--- src/rtl/bitbang_pkg.sv ---
// -----------------------------------------------------------------------------
// bitbang_pkg
// Shared definitions for the bit-banged frame controller:
//   - state_t            : frame controller states (HUNT, PAYLOAD, CHECK, HOLD)
//   - DEF_PAYLOAD_BYTES  : default payload bytes per frame
//   - DEF_SYNC_BYTE      : default frame start marker
//   - DEF_TIMEOUT_CYCLES : default allowed clk cycles between received bytes
//   - sat_inc8()         : 8-bit saturating increment used by the error counter
// -----------------------------------------------------------------------------
package bitbang_pkg;

  typedef enum logic [1:0] {
    ST_HUNT    = 2'd0,
    ST_PAYLOAD = 2'd1,
    ST_CHECK   = 2'd2,
    ST_HOLD    = 2'd3
  } state_t;

  localparam int         DEF_PAYLOAD_BYTES  = 44;
  localparam logic [7:0] DEF_SYNC_BYTE      = 8'hA5;
  localparam int         DEF_TIMEOUT_CYCLES = 1000000;

  // Saturates at 255 so a long run of bad frames never wraps back to zero.
  function automatic logic [7:0] sat_inc8(input logic [7:0] value);
    return (value == 8'hFF) ? value : value + 8'd1;
  endfunction

endpackage

--- src/rtl/bitbang_timeout.sv ---
// -----------------------------------------------------------------------------
// bitbang_timeout
// Clearable free-running counter with a terminal-count pulse. The counter
// advances every clock unless cleared; when it sits at TERMINAL-1 and is not
// being cleared on the same cycle, tc is asserted (combinationally) and the
// counter returns to zero on the next edge.
//
// Ports:
//   clk   in  1  rising-edge clock
//   rst   in  1  asynchronous active-high reset, counter to 0
//   clear in  1  synchronous clear, wins over the terminal count
//   tc    out 1  terminal count reached this cycle (one-cycle pulse)
// -----------------------------------------------------------------------------
module bitbang_timeout
  import bitbang_pkg::*;
#(
  parameter int TERMINAL = DEF_TIMEOUT_CYCLES,
  parameter int WIDTH    = $clog2(TERMINAL)
) (
  input  logic clk,
  input  logic rst,
  input  logic clear,
  output logic tc
);

  logic [WIDTH-1:0] count;

  // A clear on the terminal cycle suppresses the pulse: a byte that arrives
  // exactly on the deadline still counts as arriving in time.
  assign tc = !clear && (count == WIDTH'(TERMINAL - 1));

  always_ff @(posedge clk or posedge rst) begin
    if (rst) begin
      count <= '0;
    end else if (clear || tc) begin
      count <= '0;
    end else begin
      count <= count + WIDTH'(1);
    end
  end

endmodule

--- src/rtl/bitbang_frame_ctrl.sv ---
// -----------------------------------------------------------------------------
// bitbang_frame_ctrl
// Frames a byte stream from a bit-banged receiver. A frame is SYNC_BYTE,
// PAYLOAD_BYTES payload bytes, then one checksum byte equal to the XOR of the
// payload. A good frame is held on work_data until the consumer acknowledges
// it. Bad checksums, bytes arriving while a frame is held (overrun), and
// stalls mid-frame are counted in frame_err_cnt. A stall (no byte for
// TIMEOUT_CYCLES while the receiver is mid-frame or mid-byte) also pulses
// rx_resync to restart the receiver's bit counter.
//
// Ports:
//   clk           in  1                 rising-edge clock
//   rst           in  1                 asynchronous active-high reset
//   rx_ready      in  1                 one-cycle strobe, rx_data valid
//   rx_data       in  8                 received byte
//   rx_idle       in  1                 receiver bit counter at zero
//   rx_resync     out 1                 one-cycle resync pulse to receiver
//   work_valid    out 1                 assembled payload available
//   work_ack      in  1                 consumer accepts payload
//   work_data     out 8*PAYLOAD_BYTES   payload, first byte in [7:0]
//   frame_err_cnt out 8                 saturating frame error count
//
// Handshake: work_valid rises the cycle after a good checksum byte and stays
// high, with work_data frozen, until a cycle where work_ack is sampled high;
// work_valid is low from the following cycle. work_ack while work_valid is
// low has no effect. The receive side has no back-pressure: rx_ready is a
// strobe that is always consumed.
// -----------------------------------------------------------------------------
module bitbang_frame_ctrl
  import bitbang_pkg::*;
#(
  parameter int         PAYLOAD_BYTES  = DEF_PAYLOAD_BYTES,
  parameter logic [7:0] SYNC_BYTE      = DEF_SYNC_BYTE,
  parameter int         TIMEOUT_CYCLES = DEF_TIMEOUT_CYCLES
) (
  input  logic                       clk,
  input  logic                       rst,
  input  logic                       rx_ready,
  input  logic [7:0]                 rx_data,
  input  logic                       rx_idle,
  output logic                       rx_resync,
  output logic                       work_valid,
  input  logic                       work_ack,
  output logic [8*PAYLOAD_BYTES-1:0] work_data,
  output logic [7:0]                 frame_err_cnt
);

  localparam int IDX_W = $clog2(PAYLOAD_BYTES);
  localparam int TO_W  = $clog2(TIMEOUT_CYCLES);

  state_t           state;
  logic [IDX_W-1:0] byte_idx;
  logic [7:0]       checksum;

  logic             sync_hit;
  logic             to_clear;
  logic             to_fire;
  logic             err_inc;

  assign sync_hit = rx_ready && (rx_data == SYNC_BYTE);

  // The watchdog only runs while something is actually in flight: a frame
  // being assembled, or a receiver that has started a byte (rx_idle low) while
  // hunting. Holding a finished frame never times out.
  assign to_clear = rx_ready
                 || (state == ST_HOLD)
                 || ((state == ST_HUNT) && rx_idle);

  bitbang_timeout #(
    .TERMINAL (TIMEOUT_CYCLES),
    .WIDTH    (TO_W)
  ) u_timeout (
    .clk   (clk),
    .rst   (rst),
    .clear (to_clear),
    .tc    (to_fire)
  );

  // Error sources are mutually exclusive by construction (the timeout can
  // only fire on a cycle without rx_ready), so at most one increment a cycle.
  always_comb begin
    err_inc = 1'b0;
    if (to_fire) begin
      // A stall while hunting is a stuck receiver, not a lost frame.
      err_inc = (state == ST_PAYLOAD) || (state == ST_CHECK);
    end else if (rx_ready) begin
      unique case (state)
        ST_CHECK: err_inc = (rx_data != checksum);
        ST_HOLD:  err_inc = !work_ack;
        default:  err_inc = 1'b0;
      endcase
    end
  end

  always_ff @(posedge clk or posedge rst) begin
    if (rst) begin
      state         <= ST_HUNT;
      byte_idx      <= '0;
      checksum      <= 8'h00;
      rx_resync     <= 1'b0;
      work_valid    <= 1'b0;
      work_data     <= '0;
      frame_err_cnt <= 8'h00;
    end else begin
      rx_resync <= 1'b0;

      if (err_inc) begin
        frame_err_cnt <= sat_inc8(frame_err_cnt);
      end

      if (to_fire) begin
        // Abandon whatever was in progress and restart the receiver.
        state      <= ST_HUNT;
        rx_resync  <= 1'b1;
        work_valid <= 1'b0;
      end else begin
        unique case (state)
          ST_HUNT: begin
            if (sync_hit) begin
              state    <= ST_PAYLOAD;
              byte_idx <= '0;
              checksum <= 8'h00;
            end
          end

          ST_PAYLOAD: begin
            if (rx_ready) begin
              for (int b = 0; b < PAYLOAD_BYTES; b++) begin
                if (byte_idx == IDX_W'(b)) begin
                  work_data[b*8 +: 8] <= rx_data;
                end
              end
              checksum <= checksum ^ rx_data;
              byte_idx <= byte_idx + IDX_W'(1);
              if (byte_idx == IDX_W'(PAYLOAD_BYTES - 1)) begin
                state <= ST_CHECK;
              end
            end
          end

          ST_CHECK: begin
            if (rx_ready) begin
              if (rx_data == checksum) begin
                state      <= ST_HOLD;
                work_valid <= 1'b1;
              end else begin
                state <= ST_HUNT;
              end
            end
          end

          ST_HOLD: begin
            // Without an ack any incoming byte is an overrun and is dropped
            // (counted above). With an ack the byte is seen as a hunt byte,
            // so back-to-back frames do not lose their sync marker.
            if (work_ack) begin
              work_valid <= 1'b0;
              if (sync_hit) begin
                state    <= ST_PAYLOAD;
                byte_idx <= '0;
                checksum <= 8'h00;
              end else begin
                state <= ST_HUNT;
              end
            end
          end

          default: state <= ST_HUNT;
        endcase
      end
    end
  end

endmodule
--- config.mk ---
export PLATFORM = sky130hd
export DESIGN_NAME = bitbang_frame_ctrl
export DESIGN_NICKNAME = d
export VERILOG_FILES = /design/src/rtl/bitbang_pkg.sv /design/src/rtl/bitbang_timeout.sv /design/src/rtl/bitbang_frame_ctrl.sv
export SDC_FILE = /design/constraint.sdc
export NUM_CORES = 1
export LEC_CHECK = 0
export ABC_AREA = 1
export BUFFER_PORTS_ARGS = -buffer_cell sky130_fd_sc_hd__buf_2
export CAP_MARGIN = 20
export CORE_MARGIN = 4
export CORE_UTILIZATION = 54
export CTS_BUF_LIST = sky130_fd_sc_hd__clkbuf_8 sky130_fd_sc_hd__clkbuf_16
export CTS_CLUSTER_DIAMETER = 100
export DETAILED_ROUTE_END_ITERATION = 12
export PLACE_DENSITY = 0.85
export SLEW_MARGIN = 5
export SYNTH_ARGS = -nofsm -noshare
export SYNTH_HDL_FRONTEND = slang
export SYNTH_SLANG_ARGS = --single-unit
--- constraint.sdc ---
create_clock -name clk -period 14.1 [get_ports clk]
set_clock_uncertainty 0.1 [all_clocks]
set_input_delay 1.41 -clock clk [delete_from_list [all_inputs] [get_ports clk]]
set_output_delay 1.41 -clock clk [all_outputs]
set_load 0.01 [all_outputs]
==> metrics.txt <==
met3 Resource Use GR=4.75%; Least-Margin Pin Slew=1.11 ns; Period Utilization, post-route=24.2%; Power Density=153 nW/um^2; Yosys warning total=0; worst skew pair latency=0.52 ns; result of the run=finished clean; final hold violation count=0; data arrival time of the critical path=3.71 ns; number of instances resized during post-cts repair=0; Die Footprint=32600 um^2; die width=181 um; area of combinational cells with multiple inputs=5320 um^2; endpoint kind of the worst setup timing path=flip-flop; TritonCTS clock tree=done; minimum setup slack in the final design=10.69 ns; synthesized net count=1605; area used by sequential logic in the layout=9960 um^2; Fillers=2172; total global-route track usage=27.2%; Critical Path, Cell by Cell=inv_1, ha_1, inv_1, nor3_4, nand2_1, o21ai_0; GR met2 Demand/Resource=45.0%; gp weighted congestion=0.948; Avg WL per Cell=19.5 um; Pins Over Slew Limit=0; initial detailed-routing violation count=1153; synthesized area=16100 um^2; setup repair after global routing missed its margin=no; remaining antenna violation count after routing=0; Worst path top cell family by delay=simple AND/OR/NAND/NOR gates; overall overflow remaining after global route=0; final wirelength=45400 um; number of distinct library cell variants in the gate-level netlist after synthesis=38; worst hold slack across all endpoints=0.372 ns; DP Wirelength=29400 um; Post-synth EDFFs=0; clock transition at the registers of the reported paths=0.06 ns; DRC violations left=0; total leakage power=10.5 nW; final total negative setup slack=0 ns; number of buffers inserted during clock tree synthesis=41; Bufs on Longest Clock Path=3; count of vias placed by the detailed router=13000; share of async-settable or async-resettable flops after synthesis=100%; layout overhead on the synthesized area=19.6%; FF+latch count, synth=398; total number of clock tree sinks=398; Worst EP required=14.40 ns; post-route core utilization=66.2%; number of rows created at floorplan=62; die extent in y=181 um; global-route track usage on met1=36.2%; Setup WS pre-CTS=10.41 ns; largest stage delay on the critical path=0.98 ns; busiest grt layer=met2; Final Total Pwr=2.96 mW; maximum vdd drop=0.122 mV; Slew Limit Headroom=25.7%; Most Frequent Cell on Critical Path=sky130_fd_sc_hd__inv_1; endpoints failing setup=0; pin count of the biggest net entering global routing=179; cell at the root of the clock tree=sky130_fd_sc_hd__clkbuf_16; vias per cell=5.57; initial antenna violation count=2; max-cap violations=0; crit path kind=flip-flop to flip-flop; proportion of synthesized chip area in sequential cells=61.8%; Worst Hold Class=flip-flop to flip-flop; highest clock rate=293 MHz; Most used DFF post-synth=sky130_fd_sc_hd__dfrtp_1; Non-Filler Cell Area, Final=19300 um^2; Avg Cell Area, Syn=10.2 um^2; CTS HTree Levels=2; I/O pins=375; number of port buffers=374; starting utilization of the core area=55.4%; Tmin final=3.41 ns; Critical Path Source Type=flip-flop; hold bufs inserted after CTS=0; WP buf/inv=2; number of standard cells in the layout, taps in and fillers out=2333; detailed-routing iteration count for the pre-antenna-repair pass=7; vias in the first global route=12900; proportion of layout cells with a drive suffix above 1=29.5%; core area=29100 um^2; Mapped Cells=1582; number of cells in the design after placement=2264; CP Max Fanout=16; Post-Place Cell Area=17900 um^2; critical path's slowest cell=sky130_fd_sc_hd__nor3_4; first-pass GRT wire length=71800 um; count of buffers added by post-CTS timing repair for setup=0; final layout net count=1946
==> layer usage <==
metal / wire length, um / vias to the layer above
li1: - / 5858
met1: 18000 / 6354
met2: 22100 / 650
met3: 3440 / 128
met4: 1880 / 0
met5: 0 / -
==> placed cells by master, fill, tap and decap left out, types with 12 or more instances in the layout <==
cell                        instances
sky130_fd_sc_hd__nand2_1          459
sky130_fd_sc_hd__dfrtp_1          398
sky130_fd_sc_hd__buf_2            374
sky130_fd_sc_hd__o21ai_0          178
sky130_fd_sc_hd__o21ai_1          141
sky130_fd_sc_hd__inv_1             56
sky130_fd_sc_hd__o21ai_2           47
sky130_fd_sc_hd__nor2_1            41
sky130_fd_sc_hd__clkbuf_16         41
sky130_fd_sc_hd__nand2_4           33
sky130_fd_sc_hd__nand3_1           32
sky130_fd_sc_hd__inv_2             14
sky130_fd_sc_hd__nor3_1            12
==> worst min-delay path: cells and delay by family, from the launching register on <==
family	cells	cell delay [ns]
flops	1	0.33
simple gates	1	0.06
compound gates	1	0.05
==> where the power goes <==
group / switching, mW / internal (mW)
Sequential: 0.0928 / 1.28
Combinational: 0.350 / 0.179
Clock: 0.419 / 0.637
Total: 0.862 / 2.09
==> state kept, by name (all words and copies together) (netlist names) <==
register,flops
byte_idx,6
checksum,8
frame_err_cnt,8
rx_resync,1
state,2
u_timeout.count,20
work_data,352
work_valid,1
==> synth_stat cells, types with 4 or more instances <==
| cell | number | area share (%) |
|---|---|---|
| sky130_fd_sc_hd__xnor2_1 | 6 | 0.33 |
| sky130_fd_sc_hd__o21ai_1 | 141 | 4.4 |
| sky130_fd_sc_hd__ha_1 | 10 | 0.78 |
| sky130_fd_sc_hd__nor3_1 | 12 | 0.37 |
| sky130_fd_sc_hd__nand4_1 | 11 | 0.43 |
| sky130_fd_sc_hd__buf_2 | 22 | 0.68 |
| sky130_fd_sc_hd__inv_2 | 10 | 0.23 |
| sky130_fd_sc_hd__buf_6 | 26 | 1.8 |
| sky130_fd_sc_hd__nand2_4 | 33 | 2.3 |
| sky130_fd_sc_hd__nand2_2 | 8 | 0.31 |
| sky130_fd_sc_hd__xor2_1 | 11 | 0.60 |
| sky130_fd_sc_hd__dfrtp_1 | 398 | 62 |
| sky130_fd_sc_hd__nand3_1 | 32 | 0.99 |
| sky130_fd_sc_hd__nor2_4 | 9 | 0.63 |
| sky130_fd_sc_hd__o31ai_1 | 8 | 0.37 |
| sky130_fd_sc_hd__o21ai_0 | 178 | 5.5 |
| sky130_fd_sc_hd__nor3b_1 | 4 | 0.19 |
| sky130_fd_sc_hd__clkbuf_1 | 32 | 0.75 |
| sky130_fd_sc_hd__inv_1 | 52 | 1.2 |
| sky130_fd_sc_hd__o21ai_2 | 47 | 2.6 |
| sky130_fd_sc_hd__nor2_1 | 41 | 0.96 |
| sky130_fd_sc_hd__nor2_2 | 9 | 0.35 |
| sky130_fd_sc_hd__nand2_1 | 459 | 11 |
==> final timing paths <==
check | slack (ns) | end | start | cells after the start
max | 10.69 | work_data[267] | state[1] | 6
min | 0.37 | work_data[350] | work_data[350] | 2
max reg2reg | 10.69 | work_data[267] | state[1] | 6
min reg2reg | 0.37 | work_data[350] | work_data[350] | 2
max in group asynchronous | 11.33 | work_data[281] | rst | 3
min in group asynchronous | 0.99 | work_data[34] | rst | 2
==> logic make-up after synthesis <==
logic type / Yosys count / share of synthesized area [%]
buffers and inverters: 147 / 5.15
DFF: 398 / 61.8
adders and majority gates: 10 / 0.777
and+or+nand+nor: 630 / 18.2
xor gates and xnor gates: 17 / 0.925
AOI/OAI and AO/OA: 380 / 13.1
==> final cells by class <==
class                   count  share of cell area (%)
multi-input cells        1037                    27.6
repair buffers            382                    10.1
well taps                 384                    2.49
clock buffers              52                    6.11
flip-flops and latches    398                    51.7
clock inverters            15                   0.721
diodes                      2                  0.0260
inverters                  63                    1.28
Power figures use the tool's default switching activity.
